===== src/rtl/cplink_pkg.sv =====
// Shared register map for the CPC<->Pi link FIFO bridge.
package cplink_pkg;

  // Status register bit positions
  localparam int unsigned ST_S2H_DOR = 0;
  localparam int unsigned ST_H2S_DIR = 1;
  localparam int unsigned ST_H2S_OVF = 2;
  localparam int unsigned ST_S2H_UDF = 3;

  // Control register bit positions
  localparam int unsigned CT_RST_H2S = 0;
  localparam int unsigned CT_RST_S2H = 1;
  localparam int unsigned CT_IRQ_EN  = 2;

  // Host register select (host_a0)
  localparam logic REG_DATA = 1'b0;
  localparam logic REG_CTRL = 1'b1;

endpackage


===== src/rtl/cplink_sync_fifo.sv =====
// Single-clock fall-through FIFO with explicit level, soft clear and sticky
// overflow/underflow flags.
module cplink_sync_fifo
  import cplink_pkg::*;
#(
  parameter int unsigned DATA_W  = 8,
  parameter int unsigned DEPTH   = 16,
  parameter int unsigned LEVEL_W = $clog2(DEPTH + 1)
) (
  input  logic               clk,
  input  logic               reset_b,
  input  logic               clr,
  input  logic               push,
  input  logic               pop,
  input  logic [DATA_W-1:0]  din,
  output logic [DATA_W-1:0]  dout,
  output logic               empty,
  output logic               full,
  output logic [LEVEL_W-1:0] level,
  output logic               ovf,
  output logic               udf
);

  localparam int unsigned AW = (DEPTH > 1) ? $clog2(DEPTH) : 1;

  logic [DATA_W-1:0]  mem [DEPTH];
  logic [AW-1:0]      wr_ptr;
  logic [AW-1:0]      rd_ptr;
  logic [LEVEL_W-1:0] level_q;
  logic               ovf_q;
  logic               udf_q;
  logic               do_push;
  logic               do_pop;

  assign empty = (level_q == '0);
  assign full  = (level_q == LEVEL_W'(DEPTH));

  // A pop on a full FIFO frees the slot the simultaneous push lands in
  assign do_pop  = pop & ~empty;
  assign do_push = push & (~full | pop);

  always_ff @(posedge clk or negedge reset_b) begin
    if (!reset_b) begin
      wr_ptr  <= '0;
      rd_ptr  <= '0;
      level_q <= '0;
      ovf_q   <= 1'b0;
      udf_q   <= 1'b0;
    end else if (clr) begin
      wr_ptr  <= '0;
      rd_ptr  <= '0;
      level_q <= '0;
      ovf_q   <= 1'b0;
      udf_q   <= 1'b0;
    end else begin
      if (do_push) wr_ptr <= wr_ptr + AW'(1);
      if (do_pop)  rd_ptr <= rd_ptr + AW'(1);
      level_q <= level_q + LEVEL_W'(do_push) - LEVEL_W'(do_pop);
      if (push & full & ~pop) ovf_q <= 1'b1;
      if (pop & empty)        udf_q <= 1'b1;
    end
  end

  // Storage needs no reset: the level gates visibility of stale entries
  always_ff @(posedge clk) begin
    if (do_push && !clr) mem[wr_ptr] <= din;
  end

  assign dout  = empty ? '0 : mem[rd_ptr];
  assign level = level_q;
  assign ovf   = ovf_q;
  assign udf   = udf_q;

endmodule


===== src/rtl/cplink_fifo_bridge.sv =====
// CPC<->Pi link buffer: host register window and Pi strobes in front of two
// independent FIFOs, with status, soft reset and host interrupt.
module cplink_fifo_bridge
  import cplink_pkg::*;
#(
  parameter int unsigned DATA_W  = 8,
  parameter int unsigned DEPTH   = 16,
  parameter int unsigned LEVEL_W = $clog2(DEPTH + 1)
) (
  input  logic               clk,
  input  logic               reset_b,
  input  logic               host_sel,
  input  logic               host_a0,
  input  logic               host_wr,
  input  logic               host_rd,
  input  logic [DATA_W-1:0]  host_din,
  output logic [DATA_W-1:0]  host_dout,
  output logic               host_oe,
  output logic               host_irq,
  input  logic               slave_wr,
  input  logic               slave_rd,
  input  logic [DATA_W-1:0]  slave_din,
  output logic [DATA_W-1:0]  slave_dout,
  output logic               slave_dir,
  output logic               slave_dor,
  output logic [LEVEL_W-1:0] h2s_level,
  output logic [LEVEL_W-1:0] s2h_level
);

  logic              hw;
  logic              hr;
  logic              ctrl_wr;
  logic              h2s_clr;
  logic              s2h_clr;
  logic              irq_en;
  logic              h2s_empty;
  logic              h2s_full;
  logic              h2s_ovf;
  logic              h2s_udf;
  logic              s2h_empty;
  logic              s2h_full;
  logic              s2h_ovf;
  logic              s2h_udf;
  logic [DATA_W-1:0] s2h_head;
  logic [DATA_W-1:0] status;
  logic              unused_flags;

  // Host strobe decode
  assign hw      = host_sel & host_wr;
  assign hr      = host_sel & host_rd;
  assign ctrl_wr = hw & (host_a0 == REG_CTRL);
  assign h2s_clr = ctrl_wr & host_din[CT_RST_H2S];
  assign s2h_clr = ctrl_wr & host_din[CT_RST_S2H];

  cplink_sync_fifo #(
    .DATA_W  (DATA_W),
    .DEPTH   (DEPTH),
    .LEVEL_W (LEVEL_W)
  ) u_h2s (
    .clk     (clk),
    .reset_b (reset_b),
    .clr     (h2s_clr),
    .push    (hw & (host_a0 == REG_DATA)),
    .pop     (slave_rd),
    .din     (host_din),
    .dout    (slave_dout),
    .empty   (h2s_empty),
    .full    (h2s_full),
    .level   (h2s_level),
    .ovf     (h2s_ovf),
    .udf     (h2s_udf)
  );

  cplink_sync_fifo #(
    .DATA_W  (DATA_W),
    .DEPTH   (DEPTH),
    .LEVEL_W (LEVEL_W)
  ) u_s2h (
    .clk     (clk),
    .reset_b (reset_b),
    .clr     (s2h_clr),
    .push    (slave_wr),
    .pop     (hr & (host_a0 == REG_DATA)),
    .din     (slave_din),
    .dout    (s2h_head),
    .empty   (s2h_empty),
    .full    (s2h_full),
    .level   (s2h_level),
    .ovf     (s2h_ovf),
    .udf     (s2h_udf)
  );

  // irq_en is rewritten by every control write
  always_ff @(posedge clk or negedge reset_b) begin
    if (!reset_b) begin
      irq_en <= 1'b0;
    end else if (ctrl_wr) begin
      irq_en <= host_din[CT_IRQ_EN];
    end
  end

  always_comb begin
    status             = '0;
    status[ST_S2H_DOR] = ~s2h_empty;
    status[ST_H2S_DIR] = ~h2s_full;
    status[ST_H2S_OVF] = h2s_ovf;
    status[ST_S2H_UDF] = s2h_udf;
  end

  // Bus drives only while a read is decoded
  always_comb begin
    host_dout = '0;
    if (hr) begin
      host_dout = (host_a0 == REG_CTRL) ? status : s2h_head;
    end
  end

  assign host_oe   = hr;
  assign host_irq  = irq_en & ~s2h_empty;
  assign slave_dir = ~s2h_full;
  assign slave_dor = ~h2s_empty;

  // These flags are not mapped into the host status register
  assign unused_flags = &{1'b0, s2h_ovf, h2s_udf};

endmodule


===== config.mk =====
export PLATFORM = sky130hd
export DESIGN_NAME = cplink_fifo_bridge
export DESIGN_NICKNAME = d
export VERILOG_FILES = /design/src/rtl/cplink_pkg.sv /design/src/rtl/cplink_sync_fifo.sv /design/src/rtl/cplink_fifo_bridge.sv
export SDC_FILE = /design/constraint.sdc
export NUM_CORES = 1
export LEC_CHECK = 0
export CORE_MARGIN = 1.5
export CORE_UTILIZATION = 55
export DETAILED_ROUTE_END_ITERATION = 8
export PLACE_DENSITY = 0.78
export SLEW_MARGIN = 10
export SYNTH_ARGS = -nofsm -noshare
export SYNTH_HDL_FRONTEND = slang
export SYNTH_SLANG_ARGS = --single-unit

===== constraint.sdc =====
create_clock -name clk -period 3.3 [get_ports clk]
set_input_delay 0.66 -clock clk [delete_from_list [all_inputs] [get_ports clk]]
set_output_delay 0.66 -clock clk [all_outputs]
set_load 0.005 [all_outputs]

==> flow_metrics.tcl, run 1 <==
set metrics [dict create \
    ir_drop_uv 543 \
    synthCells 639 \
    hold_buffers 0 \
    skew_ps 13.0 \
    clock_latency_ps 540 \
    start_util_pct 56.3 \
    slowest_stage "mux4_1" \
    reg2reg_to "u_h2s.level[4]" \
    grt_max_degree 34 \
    clk_pin_slew_worst_paths_ps 60 \
    synth-seq-cells 285 \
    hp-class "flip-flop to flip-flop" \
    post-route-min-period_ps 3290 \
    syn_nets 687 \
    hold_viol 0 \
    design_area_sq_mm 0.0141 \
    grt_antenna_before_repair 0 \
    post_drt_wl_per_cell_um 24.0 \
    cts_sinks 285 \
    finalMaxSlewViolations 0 \
    max_stage_delay_ps 570 \
    synth_top_cell_area_share_pct 64.7 \
    finalCritPeriodShare_pct 99.7 \
    cts_root_buffer "clkbuf_16" \
    grt_pass1_vias 6682 \
    dp.final_hpwl_mm 15.8 \
    syn2layout_area_growth_pct 18.6 \
    powerDensity_mw_per_mm2 803 \
    cts_buffers 28 \
    dieArea_sq_mm 0.0225 \
    p_leak_nw 4.88 \
    cp_data_required_time_ps 2640 \
    via_per_inst 6.09 \
    crit_path_cell_trace "buf_12 > mux4_1 > mux2i_1 > o22ai_1 > clkdlybuf4s50_1" \
    ant_nets 0 \
    syn_area_per_cell_sq_um 18.6 \
    synth-async-reset-ratio_pct 10.2 \
    num_vias 6322 \
    rows 53 \
    synth_top_area_cell "edfxtp_1" \
    rr_worst_depth 14 \
    worst-setup-path-type "flip-flop to output pin" \
    detail_route.first_pass.iterations 5 \
    h-tree-depth 1 \
    min_from "u_s2h.udf" \
    crit_fanout 10 \
    die_x_um 150 \
    nets 789 \
    fin_ws_ps 9.10 \
    cp-end-kind "output pin" \
    synth_area_leaders "edfxtp_1 65%, mux4_2 11%, dfrtp_1 6.1%" \
    r2r_setup_slack_ps 320 \
    synth_area_sq_mm 0.0119 \
    r2r-start "u_h2s.level[2]" \
    maxCapViolations 0 \
    worst_slew_pin_slew_ps 993 \
    holdPathStages 2 \
    portBuffers 53 \
    cts_tree "yes" \
    maxSlewHeadroom_pct 33.6 \
    yosysSeqAreaShare_pct 70.8 \
    setup_violations 0 \
    worstHoldEndpoint "u_s2h.udf" \
    synth_ff_type "edfxtp_1" \
    drc 0 \
    die_h_um 150 \
    gr-total-overflow 0 \
    rsz0062_at_grt "yes" \
    synth_edf_count 256 \
    grt_pass1_wl_mm 38.4 \
    first_iter_violations 501 \
    dpl_worst_slack_ps 26.7 \
    clock_path_buffers 3 \
    io_pins 54 \
    fmax_mhz 304 \
    antenna_cells 0 \
    place_congestion 0.864 \
    tns_ps 0 \
    routed_wl_mm 24.9 \
    drive_gt1_share_pct 23.7 \
    p_total_w 0.0113 \
    startpoint_type "flip-flop" \
    core-area_sq_mm 0.0211 \
    track_usage_pct 23.0 \
    outcome "complete, no violations" \
    ys_types 52 \
    yosys_warnings 0 \
    placed_area_sq_mm 0.0129 \
    cp_data_arrival_time_ps 2630 \
]
## per-stage QoR
step	instances	utilization, %	hold WS, ps
floorplan	639	-	364
global placement	974	61.4	486
detailed placement	974	61.4	517
CTS	1033	66.2	532
global route	1038	66.8	548
finish	1038	66.8	527
## kinds of logic (layout without fill, tap and decap cells)
logic type / count (synthesis) / in the layout / synth area share (%)
adder cells (fa/ha/maj): 24 / 24 / 2.65
flip-flops: 285 / 285 / 70.8
AO/OA/AOI/OAI: 44 / 44 / 2.43
XOR/XNOR: 13 / 13 / 0.958
multiplexers: 96 / 96 / 14.9
AND/OR/NAND/NOR: 115 / 115 / 5.69
buffers and inverters: 62 / 186 / 2.60
## cell usage after synthesis (4+ instances only)
master / n
a21oi_1: 7
and2_1: 16
and3_1: 10
buf_2: 12
buf_4: 8
clkbuf_1: 11
dfrtp_1: 29
edfxtp_1: 256
ha_1: 22
inv_1: 28
mux2i_1: 32
mux4_1: 4
mux4_2: 59
nand2_1: 14
nand3_1: 12
nor2_1: 23
nor2b_1: 5
nor4_1: 9
o21ai_1: 4
o22ai_1: 12
xnor2_1: 6
xor2_1: 7
## where the power goes
part / internal (W) / leakage [nW] / total, W / switching [W]
Sequential: 0.00428 / 2.66 / 0.00458 / 0.000305
Combinational: 0.00191 / 1.78 / 0.00361 / 0.00170
Clock: 0.00181 / 0.437 / 0.00311 / 0.00130
Total: 0.00800 / 4.88 / 0.0113 / 0.00331
## flip-flops by register name (all words and copies together) (netlist names), 4 cells and up
signal	count
u_h2s.wr_ptr	4
u_s2h.level	5
u_h2s.level	5
u_h2s.rd_ptr	4
u_s2h.wr_ptr	4
u_s2h.mem	128
u_h2s.mem	128
u_s2h.rd_ptr	4
## worst max-delay path, delay by kind of cell, from the launching register on
family,cells,cell delay [ps]
multiplexers,2,810
AO/OA/AOI/OAI,1,110
flip-flops,1,510
buffers and inverters,2,640
## area by class of cell
cell class,instances,area (sq um)
inverters,28,105
fillers,1359,7000
flip-flops and latches,285,8420
clock inverters,12,111
multi-input cells,292,3250
well taps,275,344
repair buffers,106,1070
clock buffers,40,787
## metal layers
layer,share of wire (%),vias to the layer above,GRT usage (%)
met1,39,3270,29.5
met2,53,244,40.5
met3,5.7,53,3.08
met4,2.8,0,8.24
li1,-,2755,-
met5,0,-,0
## worst max-delay path by stage
stage,from,to,slack [ps],cells after the start
2_1_floorplan,u_h2s.level[3],u_h2s.level[4],490,15
3_3_place_gp,host_sel,u_s2h.level[4],160,12
5_1_grt,u_s2h.rd_ptr[0],host_dout[7],-20,5
6_report,u_s2h.rd_ptr[0],host_dout[7],9,5
3_5_place_dp,host_sel,u_s2h.level[4],30,12
4_1_cts,u_s2h.level[2],host_dout[3],-2,7
## cells in the final DEF, fill, tap and decap left out, types with 9 or more instances in the layout
master / n
and2_1: 16
and3_1: 10
buf_12: 10
buf_4: 40
clkbuf_1: 9
clkbuf_16: 29
clkdlybuf4s50_1: 50
dfrtp_1: 26
edfxtp_1: 256
ha_1: 21
inv_1: 28
mux2i_1: 25
mux4_2: 61
nand2_1: 12
nand3_1: 12
nor2_1: 23
nor4_1: 9
o22ai_1: 12
## timing repair
item	CTS	global route
setup endpoints to repair	16	13
gates cloned	0	0
setup buffers	7	5
hold endpoints to repair	0	0
pin swaps	1	4
resized for setup	17	23
Note: power is estimated with default switching activity, not from simulation.
==> inputs of run 2 (changes only) <==
Settings changed: ABC_AREA from default to 1, PLACE_DENSITY 0.78 to 0.77.
==> run 2 against run 1 <==
Net effect:
- critical path depth is 6 higher
- sequential share of layout area is 0.73 points lower
- cell area is 1.2% higher
- synthesized cell count is 73% higher
- combinational power is 6.6% higher
- cell count is 42% higher
- largest power group unchanged
- highest routed layer unchanged
==> flow_metrics.tcl, run 2 <==
set metrics [dict create \
    outcome "complete, no violations" \
    slowest_stage "clkdlybuf4s50_1" \
    rsz0062_at_grt "yes" \
    worst_hold_slack_ps 491 \
    finalCritPeriodShare_pct 97.4 \
    synth_ff_type "edfxtp_1" \
    hold_buffers 0 \
    dieArea_sq_mm 0.0233 \
    busiest_layer "met2" \
    p_total_w 0.0113 \
    drc 0 \
    layout_commonest_cell "edfxtp_1" \
    cp_data_arrival_time_ps 2550 \
    dp.final_hpwl_mm 17.3 \
    switching_power_w 0.00393 \
    yosysMostFrequentCell "edfxtp_1" \
    yosys_warnings 0 \
    rows 54 \
    detail_route.first_pass.iterations 6 \
    power.share.switching_pct 34.6 \
    cts_tree "yes" \
    syn_area_per_cell_sq_um 11.1 \
    die_x_um 153 \
    cts_sinks 285 \
    grt_pass1_vias 8205 \
    p_clk_share_pct 26.3 \
    synth-async-reset-ratio_pct 10.2 \
    fmax_mhz 311 \
    synth_edf_count 256 \
    syn2layout_area_growth_pct 15.9 \
    yosysSeqAreaShare_pct 68.4 \
    nets 1225 \
    hold_viol 0 \
    finalMaxSlewViolations 0 \
    design_area_sq_mm 0.0143 \
    gr-total-overflow 0 \
    first_iter_violations 957 \
    core-area_sq_mm 0.0219 \
    cpMostUsedCell "nand2_1" \
    maxCapViolations 0 \
    grt_pass1_wl_mm 43.4 \
    p_comb_share_pct 34.0 \
    grt.met1_usage_pct 33.7 \
    worst_slew_pin_slew_ps 923 \
    post_drt_wl_per_cell_um 19.3 \
    die_h_um 153 \
    ant_nets 0 \
    worst-setup-path-type "flip-flop to output pin" \
    startpoint_type "flip-flop" \
    ir_drop_uv 530 \
    synth_top_cell_area_share_pct 62.5 \
    clock_latency_ps 530 \
    max_stage_delay_ps 520 \
    via_per_inst 5.73 \
    cp_data_required_time_ps 2640 \
    h-tree-depth 1 \
    routed_wl_mm 28.6 \
    crit_path_cell_trace "inv_4 > buf_12 > nand2_1 > nand2_1 > nand2_1 > nand3_1 > nand3_1 > nand2_2 > nand2_1 > a21oi_1 > clkdlybuf4s50_1" \
    synth-seq-cells 285 \
    layout_common_cells "256 x edfxtp_1, 239 x nand2_1, 124 x nor2_1" \
    ys_types 31 \
    synth_top_area_cell "edfxtp_1" \
    cts_root_buffer "clkbuf_16" \
    antenna_cells 0 \
    start_util_pct 56.2 \
    synth_area_leaders "edfxtp_1 62%, nand2_1 7.4%, dfrtp_1 5.9%" \
    grt_max_degree 43 \
    r2r_setup_slack_ps 500 \
    grt_use_met3_pct 4.21 \
    cp-end-kind "output pin" \
    place_congestion 0.826 \
    setup_violations 0 \
    synthCells 1105 \
    clk_pin_slew_worst_paths_ps 60 \
    clock_path_buffers 3 \
    placed_area_sq_mm 0.0132 \
    cts_buffers 28 \
    powerDensity_mw_per_mm2 795 \
    met2_usage_pct 38.9 \
    syn_nets 1153 \
    num_vias 8476 \
    hp-class "flip-flop to flip-flop" \
    track_usage_pct 23.9 \
    tns_ps 0 \
    maxSlewHeadroom_pct 38.3 \
    post-route-min-period_ps 3210 \
    synth_common_cells "256 x edfxtp_1, 241 x nand2_1, 124 x nor2_1" \
    crit_fanout 14 \
    skew_ps 9.76 \
    p_leak_nw 5.48 \
    internal-power_w 0.00741 \
    largestRegisters "u_h2s.mem x128, u_s2h.mem x128" \
    seqPwrFrac_pct 39.7 \
    synth_area_sq_mm 0.0123 \
    grt_antenna_before_repair 0 \
    drive_gt1_share_pct 9.34 \
    portBuffers 53 \
    io_pins 54 \
]
run 2: stage by stage:
step / util [%] / cells / setup WS (ps)
3_5_place_dp: 60.2 / 1422 / 112
4_1_cts: 64.2 / 1474 / -25.2
5_1_grt: 65.1 / 1479 / -78.9
3_3_place_gp: 60.2 / 1422 / 184
6_report: 65.1 / 1479 / 85.7
2_1_floorplan: - / 1105 / 680
run 2: cell type report:
class / count / area (sq um)
clock inverter: 14 / 85.1
timing repair buffer: 94 / 1010
multi-input combinational: 674 / 3250
clock buffer: 38 / 779
fill: 1564 / 7630
sequential: 285 / 8420
tap: 280 / 350
inverter: 94 / 365
run 2: cell families after synthesis:
logic type | after synthesis | share of synthesized area [%]
AOI/OAI and AO/OA | 174 | 7.76
xor gates and xnor gates | 5 | 0.356
adders and majority gates | 24 | 2.56
buffers and inverters | 146 | 5.36
DFF | 285 | 68.4
muxes | 1 | 0.0915
and+or+nand+nor | 470 | 15.5
run 2: what timing repair did:
| action | in CTS | in global routing |
|---|---|---|
| endpoints found under the hold margin | 0 | 0 |
| setup endpoints to repair | 10 | 16 |
| gates cloned | 0 | 4 |
| buffers inserted | 0 | 1 |
| pin swaps | 0 | 1 |
| gates resized for setup | 4 | 26 |
run 2: worst max-delay path: cells and delay by family, from the launching register on:
| family | cells | cell delay (ps) |
|---|---|---|
| DFF | 1 | 450 |
| AOI/OAI and AO/OA | 1 | 140 |
| buffers and inverters | 3 | 830 |
| and+or+nand+nor | 7 | 600 |
run 2: power by group through the flow:
stage | clock network (W) | registers, W | logic (W)
global route | 0.00313 | 0.00453 | 0.00426
global placement | 0 | 0.00453 | 0.00349
floorplan | 0 | 0.00446 | 0.00237
CTS | 0.00300 | 0.00447 | 0.00363
detailed placement | 0 | 0.00454 | 0.00359
finish | 0.00298 | 0.00450 | 0.00385
run 2: final timing paths:
check,endpoint,startpoint,depth (start not counted)
worst min-delay path,u_h2s.ovf,u_h2s.ovf,1
min in group asynchronous,u_h2s.level[2],reset_b,2
worst max register to register,u_h2s.level[4],u_h2s.level[2],15
worst min register to register,u_h2s.ovf,u_h2s.ovf,1
worst max-delay path,host_dout[2],u_s2h.rd_ptr[0],11
max in group asynchronous,u_h2s.rd_ptr[3],reset_b,2
run 2: routing by layer:
| layer | part of all wire (%) | up-vias | routed length (um) |
|---|---|---|---|
| met4 | 1.9 | 0 | 536 |
| met5 | 0 | - | 0 |
| li1 | - | 3947 | - |
| met2 | 49 | 429 | 13900 |
| met3 | 9.4 | 55 | 2680 |
| met1 | 40 | 4045 | 11500 |
==> patch 1, RTL diff (config.mk and constraints of run 2) <==
`DEPTH` is set to 16 in 2 places; all go to 8.
--- a/src/rtl/cplink_sync_fifo.sv
+++ b/src/rtl/cplink_sync_fifo.sv
@@ -4,7 +4,7 @@
   import cplink_pkg::*;
 #(
   parameter int unsigned DATA_W  = 8,
-  parameter int unsigned DEPTH   = 16,
+  parameter int unsigned DEPTH   = 8,
   parameter int unsigned LEVEL_W = $clog2(DEPTH + 1)
 ) (
   input  logic               clk,
--- a/src/rtl/cplink_fifo_bridge.sv
+++ b/src/rtl/cplink_fifo_bridge.sv
@@ -4,7 +4,7 @@
   import cplink_pkg::*;
 #(
   parameter int unsigned DATA_W  = 8,
-  parameter int unsigned DEPTH   = 16,
+  parameter int unsigned DEPTH   = 8,
   parameter int unsigned LEVEL_W = $clog2(DEPTH + 1)
 ) (
   input  logic               clk,
Interface: changed (resized h2s_level and s2h_level); port bits go from 54 to 52. No check against the original RTL was run, so the function may have changed too.
==> patch 1 against run 2 <==
Combinational power fell by 39%; sequential cell count shrank 134; clock skew decreased by 0.0037 ns; synthesized area decreased by 46%; first-iteration DRC count decreased by 56%; hold slack improved by 0.016 ns; utilization rose by 3.8 points; critical path depth fell by 3; total power down 40%; routed wire length shrank 49%; count of clock-buffer cells in the layout fell by 16; worst setup slack improved by 0.074 ns; fmax grew 2.3%; design area shrank 44%; critical endpoint is now host_dout[3]; highest routed layer unchanged.
==> patch 1: results (changes against run 2) <==
commonest cells in the netlist=128 x edfxtp_1, 121 x nor2_1, 65 x nand2_1 (was 256 x edfxtp_1, 241 x nand2_1, 124 x nor2_1); CP endpoint=host_dout[3] (was host_dout[2]); DPL Wire Length=9250 um (was 17300 um); Pwr Total=0.00684 W (was 0.0113 W); Period Utilization, post-route=95.2% (was 97.4%); Critical R2R Capture=u_h2s.level[2] (was u_h2s.level[4]); Area after DPL=7370 um2 (was 13200 um2); Unique masters post-synth=34 (was 31); multi-input combinational area share=23.5% (was 22.8%); GPL Wtd Cong=0.832 (was 0.826); LEAKAGE=3.15 nW (was 5.48 nW); initial DRC count=418 (was 957); final cell count without fillers=827 (was 1479); signal buffers share of area=8.50% (was 7.11%); asr flop ratio synth=15.2% (was 10.2%); Max VDD drop=0.481 mV (was 0.530 mV); status=complete, no violations (unchanged); metal3 WL=1030 um (was 2680 um); share of cells above drive strength 1=11.7% (was 9.34%); Pre-Repair DR Iteration Count=5 (was 6); Final Core Density=69.0% (was 65.1%); r2r setup slk=0.85 ns (was 0.50 ns); r2r worst-path depth=11 (was 15); complex-gate fraction of the synthesized area=8.72% (was 7.76%); worst skew pair latency=0.42 ns (was 0.53 ns); met1 WL=6250 um (was 11500 um); WP data arrival=2.48 ns (was 2.55 ns); worst relative slew slack=58.2% (was 38.3%); Syn Nets=643 (was 1153); mux cell area share after synthesis=0% (was 0.0915%); routed wl met2=7020 um (was 13900 um); pre-CTS setup slack=0.133 ns (was 0.112 ns); synth top area cells=edfxtp_1 58%, dfrtp_1 8.7%, nor2_1 6.8% (was edfxtp_1 62%, nand2_1 7.4%, dfrtp_1 5.9%); Non-Clock Buffer Count=73 (was 94); Clock Tree Buf Depth=2 (was 3); nets@finish=713 (was 1225); Tap Cells=143 (was 280); Seq/Total Area, Yosys=66.6% (was 68.4%); combinational fraction of design power=34.3% (was 34.0%); storage element area=4420 um2 (was 8420 um2)
-- patch 1: cell types whose count changed after synthesis, moves of 9 or more --
cell | run 2 | this run
o31ai_1 | 16 | 0
nand2_1 | 241 | 65
inv_1 | 81 | 51
nand3_1 | 99 | 29
clkbuf_1 | 11 | 2
buf_2 | 26 | 17
edfxtp_1 | 256 | 128
o21ai_1 | 41 | 52
a21oi_1 | 58 | 9
-- patch 1: kinds of logic (layout without fill, tap and decap cells) --
group	Yosys count	in the layout
fa+ha+maj	18	18
flops	151	151
compound gates	109	109
buf+inv	82	165
xor+xnor	4	4
simple gates	237	237
-- patch 1: what timing repair did --
action | CTS | global route
gates resized for setup | 0 | 2
hold endpoints to repair | 0 | 0
endpoints found under the setup margin | 0 | 3
-- patch 1: layer usage --
| metal | global-route usage (%) | vias to the layer above |
|---|---|---|
| li1 | - | 2180 |
| met1 | 34.3 | 2209 |
| met2 | 38.8 | 195 |
| met3 | 5.73 | 26 |
| met4 | 10.5 | 0 |
| met5 | 0 | - |
==> patch 2, RTL diff (flow settings as in run 2) <==
Made on the original files. Reset style: synchronous (`reset_b`), changed in 2 clocked blocks.
--- a/src/rtl/cplink_sync_fifo.sv
+++ b/src/rtl/cplink_sync_fifo.sv
@@ -39,7 +39,7 @@
   assign do_pop  = pop & ~empty;
   assign do_push = push & (~full | pop);
 
-  always_ff @(posedge clk or negedge reset_b) begin
+  always_ff @(posedge clk) begin
     if (!reset_b) begin
       wr_ptr  <= '0;
       rd_ptr  <= '0;
--- a/src/rtl/cplink_fifo_bridge.sv
+++ b/src/rtl/cplink_fifo_bridge.sv
@@ -91,7 +91,7 @@
   );
 
   // irq_en is rewritten by every control write
-  always_ff @(posedge clk or negedge reset_b) begin
+  always_ff @(posedge clk) begin
     if (!reset_b) begin
       irq_en <= 1'b0;
     end else if (ctrl_wr) begin
Formal check against the unedited RTL: differs if reset_b is asserted again (counterexample within 4 cycles, from zero or initial values and one cycle with reset_b low); with reset_b held inactive, the same outputs for 4 cycles.
==> patch 2 against run 2 <==
Worst setup slack worse by 0.00082 ns; routed wire length up 2.4%; sequential cell count is 8 higher; via count grew 2.9%; utilization is 0.80 points higher; clock skew is 0.0053 ns higher; total power shrank 16%; first-iteration DRC count grew 7.2%; design area grew 1.5%; non-clock buffer count grew 11; synthesized area rose by 0.73%; count of clock-buffer cells in the layout down 1; largest cell class unchanged; fmax about the same.
==> patch 2: results (changes against run 2) <==
status=complete, no violations (unchanged); r2r worst-path depth=13 (was 15); complex-gate fraction of the synthesized area=7.87% (was 7.76%); worst skew pair latency=0.55 ns (was 0.53 ns); Syn Nets=1176 (was 1153); Int Power=0.00684 W (was 0.00741 W); global-route wire length before repair=43900 um (was 43400 um); Port Buffer Count=53 (unchanged); nets@finish=1265 (was 1225); hold path depth=2 (was 1); WHS=0.488 ns (was 0.491 ns); per-cell routed wire length=19.3 um (about the same); pre-CTS setup slack=0.0830 ns (was 0.112 ns); WP data arrival=2.56 ns (was 2.55 ns); DPL Wire Length=18200 um (was 17300 um); vias in the first global route=8120 (was 8205); Min-Delay Endpoint=u_h2s.rd_ptr[2] (was u_h2s.ovf); mux cell area share after synthesis=0% (was 0.0915%); clk_skew=0.0151 ns (was 0.00976 ns); FILL cells=1511 (was 1564); Area after DPL=13400 um2 (was 13200 um2); CP endpoint=slave_dout[1] (was host_dout[2]); CTS Sinks=293 (was 285); r2r setup slk=0.55 ns (was 0.50 ns); Critical R2R Capture=u_h2s.level[4] (unchanged); initial DRC count=1026 (was 957); vias per cell=5.74 (was 5.73); R2R Path Start=u_h2s.level[2] (unchanged); asr flop ratio synth=0% (was 10.2%); xor/xnor share of the synthesized area=0.424% (was 0.356%); worst-path maximum fanout=16 (was 14); Gate Count Post-Synth=1129 (was 1105); Clock Tree Buf Depth=3 (unchanged); synth top area cells=edfxtp_1 62%, nand2_1 7.3%, dfxtp_1 6.0% (was edfxtp_1 62%, nand2_1 7.4%, dfrtp_1 5.9%); LEAKAGE=5.48 nW (about the same); combined area of the multi-input logic cells=3290 um2 (was 3250 um2); family with the most delay on the worst path=buffers and inverters (unchanged); Total Wirelength=29300 um (was 28600 um); hold path start=u_h2s.rd_ptr[2] (was u_h2s.ovf); Least-Margin Pin Slew=0.867 ns (was 0.923 ns); largest net degree at the start of global routing=66 (was 43); commonest cells in the netlist=256 x edfxtp_1, 242 x nand2_1, 131 x nor2_1 (was 256 x edfxtp_1, 241 x nand2_1, 124 x nor2_1); share of cells above drive strength 1=10.2% (was 9.34%); final critical-path required period=3.22 ns (was 3.21 ns); Seq/Total Area, Yosys=68.0% (was 68.4%); peak per-stage delay on the critical path=0.56 ns (was 0.52 ns)
==> patch 2: area by class of cell <==
cell class	count	share of cell area [%]
Timing Repair Buffer	105	7.30
Clock inverter	15	0.752
Multi-Input combinational cell	688	22.7
Inverter	102	2.75
Sequential cell	293	58.3
Clock buffer	37	5.78
Tap cell	280	2.42
==> patch 2: layer usage <==
metal | GRT usage (%) | wire length, um | vias to the layer above
met5 | 0 | 0 | -
met4 | 7.61 | 744 | 0
met3 | 4.28 | 2880 | 58
met2 | 37.4 | 13300 | 443
met1 | 35.7 | 12400 | 4170
li1 | - | - | 4051
==> patch 2: worst min-delay path, cell delays in order (launching register included) <==
cell and delay [ns]:
dfxtp_1 0.32, inv_1 0.07, a21oi_1 0.05
==> patch 2: power by group through the flow <==
stage	clock network (W)	logic, W	registers (W)
floorplan	0	0.00119	0.00431
global placement	0	0.00189	0.00433
detailed placement	0	0.00194	0.00434
CTS	0.00324	0.00197	0.00426
global route	0.00338	0.00228	0.00428
finish	0.00320	0.00209	0.00426
